$ cat src/rtl/spi_slave_rx.sv
// spi_slave_rx: oversampled SPI receiver with synchronisers and word storage.
// Define SPI_RX_FIFO_EN for a 4-entry FIFO instead of a single holding register.
module spi_slave_rx #(
  parameter int WIDTH       = 16,
  parameter int SYNC_STAGES = 2
) (
  input  logic             clk,
  input  logic             rst,
  input  logic             spi_cs_l,
  input  logic             spi_clk,
  input  logic             spi_data,
  input  logic             rx_ready,
  input  logic             err_clr,
  output logic [WIDTH-1:0] rx_data,
  output logic             rx_valid,
  output logic [2:0]       rx_level,
  output logic [4:0]       bit_count,
  output logic             frame_err,
  output logic             overrun
);

  localparam logic [4:0] LAST = 5'(WIDTH - 1);

  typedef enum logic [1:0] {IDLE, SHIFT, WAIT_END} state_e;

  state_e                 state_q;
  logic [SYNC_STAGES-1:0] cs_q, ck_q, dt_q, live_q;
  logic                   clk_prev_q, armed_q;
  logic [WIDTH-2:0]       shreg_q;
  logic [4:0]             bcnt_q;
  logic                   ferr_q, ovr_q;

  logic             cs_s, ck_s, dt_s, live;
  logic             rise, done, ferr_ev, ovr_ev;
  logic             full, pop, accept;
  logic [WIDTH-1:0] word;

  assign cs_s    = cs_q[SYNC_STAGES-1];
  assign ck_s    = ck_q[SYNC_STAGES-1];
  assign dt_s    = dt_q[SYNC_STAGES-1];
  assign live    = live_q[SYNC_STAGES-1];
  assign rise    = ck_s & ~clk_prev_q;
  assign word    = {shreg_q, dt_s};
  assign done    = (state_q == SHIFT) & ~cs_s & rise
                 & (bcnt_q == LAST);
  assign ferr_ev = (state_q == SHIFT) & cs_s & (bcnt_q != 5'd0);
  assign accept  = done & (~full | pop);
  assign ovr_ev  = done & full & ~pop;

  // live_q marks when the synchronisers hold real samples, not reset values
  always_ff @(posedge clk or posedge rst) begin
    if (rst) begin
      cs_q       <= '1;
      ck_q       <= '0;
      dt_q       <= '0;
      live_q     <= '0;
      clk_prev_q <= 1'b0;
    end else begin
      cs_q       <= {cs_q[SYNC_STAGES-2:0], spi_cs_l};
      ck_q       <= {ck_q[SYNC_STAGES-2:0], spi_clk};
      dt_q       <= {dt_q[SYNC_STAGES-2:0], spi_data};
      live_q     <= {live_q[SYNC_STAGES-2:0], 1'b1};
      clk_prev_q <= ck_s;
    end
  end

  always_ff @(posedge clk or posedge rst) begin
    if (rst) begin
      state_q <= IDLE;
      bcnt_q  <= '0;
      shreg_q <= '0;
      armed_q <= 1'b0;
      ferr_q  <= 1'b0;
      ovr_q   <= 1'b0;
    end else begin
      armed_q <= armed_q | (live & cs_s);
      ferr_q  <= (ferr_q & ~err_clr) | ferr_ev;
      ovr_q   <= (ovr_q & ~err_clr) | ovr_ev;
      unique case (state_q)
        IDLE: begin
          if (~cs_s && armed_q) begin
            state_q <= SHIFT;
            bcnt_q  <= '0;
          end
        end
        SHIFT: begin
          if (cs_s) begin
            state_q <= IDLE;
            bcnt_q  <= '0;
          end else if (rise) begin
            shreg_q <= word[WIDTH-2:0];
            bcnt_q  <= bcnt_q + 5'd1;
            if (bcnt_q == LAST) state_q <= WAIT_END;
          end
        end
        WAIT_END: begin
          if (cs_s) begin
            state_q <= IDLE;
            bcnt_q  <= '0;
          end
        end
        default: state_q <= IDLE;
      endcase
    end
  end

`ifdef SPI_RX_FIFO_EN
  logic [WIDTH-1:0] mem_q [4];
  logic [1:0]       wp_q, rp_q;
  logic [2:0]       cnt_q;

  assign full = cnt_q[2];
  assign pop  = (cnt_q != 3'd0) & rx_ready;

  always_ff @(posedge clk or posedge rst) begin
    if (rst) begin
      for (int i = 0; i < 4; i++) mem_q[i] <= '0;
      wp_q  <= '0;
      rp_q  <= '0;
      cnt_q <= '0;
    end else begin
      if (accept) begin
        mem_q[wp_q] <= word;
        wp_q        <= wp_q + 2'd1;
      end
      if (pop) rp_q <= rp_q + 2'd1;
      cnt_q <= cnt_q + {2'b00, accept} - {2'b00, pop};
    end
  end

  assign rx_data  = mem_q[rp_q];
  assign rx_valid = (cnt_q != 3'd0);
  assign rx_level = cnt_q;
`else
  logic [WIDTH-1:0] hold_q;
  logic             hvld_q;

  assign full = hvld_q;
  assign pop  = hvld_q & rx_ready;

  always_ff @(posedge clk or posedge rst) begin
    if (rst) begin
      hold_q <= '0;
      hvld_q <= 1'b0;
    end else begin
      if (accept) hold_q <= word;
      hvld_q <= accept | (hvld_q & ~pop);
    end
  end

  assign rx_data  = hold_q;
  assign rx_valid = hvld_q;
  assign rx_level = {2'b00, hvld_q};
`endif

  assign bit_count = bcnt_q;
  assign frame_err = ferr_q;
  assign overrun   = ovr_q;

endmodule

$ cat config.mk
export PLATFORM = sky130hd
export DESIGN_NAME = spi_slave_rx
export DESIGN_NICKNAME = d
export VERILOG_FILES = /design/src/rtl/spi_slave_rx.sv
export SDC_FILE = /design/constraint.sdc
export NUM_CORES = 1
export LEC_CHECK = 0
export CELL_PAD_IN_SITES_DETAIL_PLACEMENT = 0
export CELL_PAD_IN_SITES_GLOBAL_PLACEMENT = 2
export CORE_AREA = 8 8 85 87
export DETAILED_ROUTE_END_ITERATION = 12
export DIE_AREA = 0 0 93 95
export PLACE_DENSITY = 0.77
export SKIP_CTS_REPAIR_TIMING = 1
export SLEW_MARGIN = 10
export SYNTH_ARGS = -nofsm -noshare
export SYNTH_HDL_FRONTEND = slang
export SYNTH_SLANG_ARGS = --single-unit
$ cat constraint.sdc
create_clock -name clk -period 2.2 [get_ports clk]
set_input_delay 0.22 -clock clk [delete_from_list [all_inputs] [get_ports clk]]
set_output_delay 0.22 -clock clk [all_outputs]
set_load 0.01 [all_outputs]
## Word-level counts from Yosys, hierarchy flattened

Index checks and enable logic that the tools add are counted.
Widths: inputs -> output; s select.

| word-level totals | value |
|---|---|
| bits in registers | 51 |
| input port bits | 7 |

| operators by class | value |
|---|---|
| $add $sub $neg | 1 |
| eq/ne operators | 7 |
| mux-type cells | 11 |
| bitwise gates (word level) | 24 |
| reductions and logical operators | 7 |

Operators with widths:

| cell | count |
|---|---|
| $mux 5 | 4 |
| $pmux 5 s3 | 1 |
| $and 1x1->1 | 14 |
| $mux 2 | 5 |
| $reduce_and 4->1 | 2 |
| $pmux 2 s3 | 1 |
| $add 5x1->5 const B | 1 |
| $eq 5x4->1 const B | 1 |
| $not 1->1 | 5 |
| $or 1x1->1 | 5 |
| $reduce_bool 5->1 | 1 |
| $ne 2x2->1 const B | 2 |
| $ne 3x2->1 const B | 1 |
| $ne 3x3->1 const B | 1 |
| $reduce_and 3->1 | 1 |
| $reduce_bool 3->1 | 1 |
| $eq 2x1->1 const B | 1 |
| $eq 2x2->1 const B | 1 |
| $logic_not 2->1 | 1 |
| $logic_and 1x1->1 | 1 |

## Logic depth before layout (Yosys ltp)

| depth | value |
|---|---|
| depth after elaboration | 7 |
| mapped depth | 8 |
| gate-level depth less buffers | 6 |

## Worst setup path after synthesis

Ideal clock, no wire load.

| timing path | value |
|---|---|
| path type | register -> register |
| start | register bcnt_q[1], in the netlist bit_count[1] |
| end | register hold_q[0], in the netlist rx_data[0] |
| arrival | 1.723 ns |
| data required time | 2.075 ns |
| slack | 0.352 ns |
| cell stages (with the launch flop) | 9 |
| path buffers | 2 |
| clock period less this slack | 1.848 ns |
| path through | dfrtp_1 > ha_1 > and3_1 > ha_1 > nand3_4 > nor2b_2 > buf_6 > buf_12 > mux2_4 |

| between the ends | value |
|---|---|
| longest elaborated chain between the ends | 3 |

Ends and longest elaborated chain:

| element | RTL line | source |
|---|---|---|
| start: declaration | 30 | `logic [4:0] bcnt_q;` |
| start signal: assignment | 92 | `bcnt_q <= bcnt_q + 5'd1;` |
| $eq 5x4->1 | 45 | `& (bcnt_q == LAST);` |
| $and 1x1->1 | 45 |  |
| $and 1x1->1 | 47 | `assign accept = done & (~full \| pop);` |
| end signal: assignment | 146 | `if (accept) hold_q <= word;` |
| end: declaration | 135 | `logic [WIDTH-1:0] hold_q;` |

Every way passes these cells.
A chain may end at the register's enable or synchronous reset.

## Worst setup path after layout

| timing path | value |
|---|---|
| start | register bcnt_q[1], in the netlist bit_count[1] |
| end | register hold_q[7], in the netlist rx_data[7] |

The elaborated chain is that of the path after synthesis.

==> reports/results.tsv <==
metric	value	unit
status	completed	
cp-start-kind	flop	
avgSynthCellArea	15.0	sq um
endpoint_kind	flop	
async_flop_share	100	%
skew	0.00683	ns
whs	0.325	ns
fmax	0.521	GHz
final-hold-violation-count	0	
crit_chain	ha_1 > and3_1 > ha_1 > nand3_4 > nor2b_2 > buf_12 > mux2_2	
max_slew_margin	59.2	%
antenna_found_initial	0	
final_cells	247	
tightest_slew	0.613	ns
ys.warnings.count	0	
leakage	1.16	nW
grt_pass1_vias	1287	
hold_path_class	input port to flop	
finalSetupViolations	0	
cts_root_buf	clkbuf_8	
drtAntennaViolNets	0	
period_share	87.2	%
cts_buffers	5	
cellPowerDensity	689	mW/mm^2
grt-ovfl-total	0	
cp_max_fo	16	
clk_latency	0.30	ns
drive_gt1_share	27.3	%
dieArea	0.00884	sq mm
dp_hpwl	2.52	mm
synth_flop_cell	dfrtp_1	
htreeDepth	2	
seq_area_frac_synth	62.3	%
synth-edff-count	0	
dp_slack	0.267	ns
post-place-cells	239	
io_buffers	31	
vdd_drop_max	0.000327	V
routed_wl	3.54	mm
crit_top_cell	ha_1	
drc_errors	0	
layout.nets	181	
rsz0062_at_grt	false	
worstSetupPathType	flop to flop	
vias_per_cell	4.53	
netlist_area	0.00205	sq mm
drv_cap	0	
drt_iter0_markers	38	
layout_commonest_cell	dfrtp_1	
grt_max_degree	52	
area_growth	23.7	%
cpPeakStageDelay	0.42	ns
core_area	0.00582	sq mm
row_count	28	
period_minus_slack	1.92	ns
initial_core_util	35.3	%
cts_num_sinks	51	
diodes	0	
layout_common_cells	49 x dfrtp_1, 31 x clkdlybuf4s50_1, 21 x mux2_2, 10 x mux2_4, 6 x inv_1	
critPathTopFamily	simple AND/OR/NAND/NOR gates	
die_w	93	microns
slew_viol_final	0	
synth_cells	137	
fp.dieH	95	microns
tns	0	ns
pin_count	34	
required	2.39	ns
grt_usage	8.84	%
vias	1120	
clock_path_buffers	2	
routabilityCongestion	0.734	
cts_tree	done	
grt_pass1_wl	6.18	mm
synth-seq-cells	51	
crit_path_top_delay_cell	dfrtp_1	
path_buf_inv	1	
arrival	2.11	ns
wl_per_cell	14.3	microns
yosysUniqueCellTypes	32	
finalWorstSetupSlack	0.281	ns
firstDrtPassIters	3	
clk_pin_slew	0.09	ns
==> final timing paths <==
check | startpoint | endpoint | slack, ns | depth (start not counted)
hold / removal | spi_cs_l | cs_q[0] | 0.33 | 1
setup / recovery | bit_count[1] | rx_data[7] | 0.28 | 7
setup reg to reg | bit_count[1] | rx_data[7] | 0.28 | 7
min in group asynchronous | rst | shreg_q[5] | 0.40 | 3
hold reg to reg | live_q[0] | live_q[1] | 0.35 | 0
max in group asynchronous | rst | rx_data[13] | 1.40 | 3
==> layout make-up <==
cell class              instances  area, sq um
well taps                      75         93.8
fillers                       542         3280
multi-input cells              73          687
flip-flops and latches         51         1280
repair buffers                 33          338
inverters                       7         26.3
clock buffers                   5         68.8
clock inverters                 3         46.3
==> worst reg2reg max path: stages (launching register included) <==
cell	delay, ns
dfrtp_1	0.42
ha_1	0.20
and3_1	0.17
ha_1	0.22
nand3_4	0.10
nor2b_2	0.17
buf_12	0.18
mux2_2	0.35
==> cells in the mapped netlist, types with 2 or more instances <==
library cell  instances  area, sq um
or2b_1                2         15.0
a31oi_1               2         12.5
nand2b_1              2         12.5
o22ai_1               2         12.5
mux2_2               21          236
buf_4                 3         22.5
nand2_1               5         18.8
inv_1                 7         26.3
conb_1                2         7.51
mux2_4               10          150
nor2b_1               2         12.5
mux2i_1               2         20.0
o21ai_0               4         20.0
dfstp_2               2         52.6
buf_2                 2         10.0
nand3_1               2         10.0
nand3b_1              2         15.0
dfrtp_1              49         1230
ha_1                  3         37.5
==> kinds of logic (layout without fill, tap and decap cells) <==
group           count (synthesis)  count (layout)  share of synthesized area (%)
compound gates                 12              12                           3.72
simple gates                   22              22                           7.56
buf+inv                        14              48                           4.39
mux                            33              33                           19.8
other cells                     2               3                          0.366
flops                          51              51                           62.3
fa+ha+maj                       3               3                           1.83
==> stage by stage <==
| step | area (sq um) | total power, W | utilization, % |
|---|---|---|---|
| finish | 2540 | 0.00175 | 43.7 |
| global route | 2540 | 0.00184 | 43.7 |
| CTS | 2540 | 0.00178 | 43.7 |
| detailed placement | 2420 | 0.00113 | 41.7 |
| global placement | 2420 | 0.00112 | 41.7 |
| floorplan | 2060 | 0.00109 | - |
==> state kept, by name (all words and copies together) (netlist names) <==
signal      cells
armed_q         1
bit_count       5
ck_q            2
clk_prev_q      1
cs_q            2
dt_q            2
frame_err       1
live_q          2
overrun         1
rx_data        16
rx_valid        1
shreg_q        15
state_q         2
==> power breakdown <==
group	internal, W	total (W)	switching [W]	leakage, nW
registers	0.000978	0.00101	0.0000291	0.676
clock network	0.000342	0.000645	0.000302	0.0548
logic	0.0000505	0.0000967	0.0000461	0.425
==> layer usage <==
layer,global-route usage (%),vias to the layer above,part of all wire [%]
li1,-,533,-
met1,10.0,566,41
met2,15.1,19,53
met3,2.78,2,5.1
met4,3.62,0,1.1
met5,0,-,0
No activity file was read; power rests on OpenSTA's default activity.
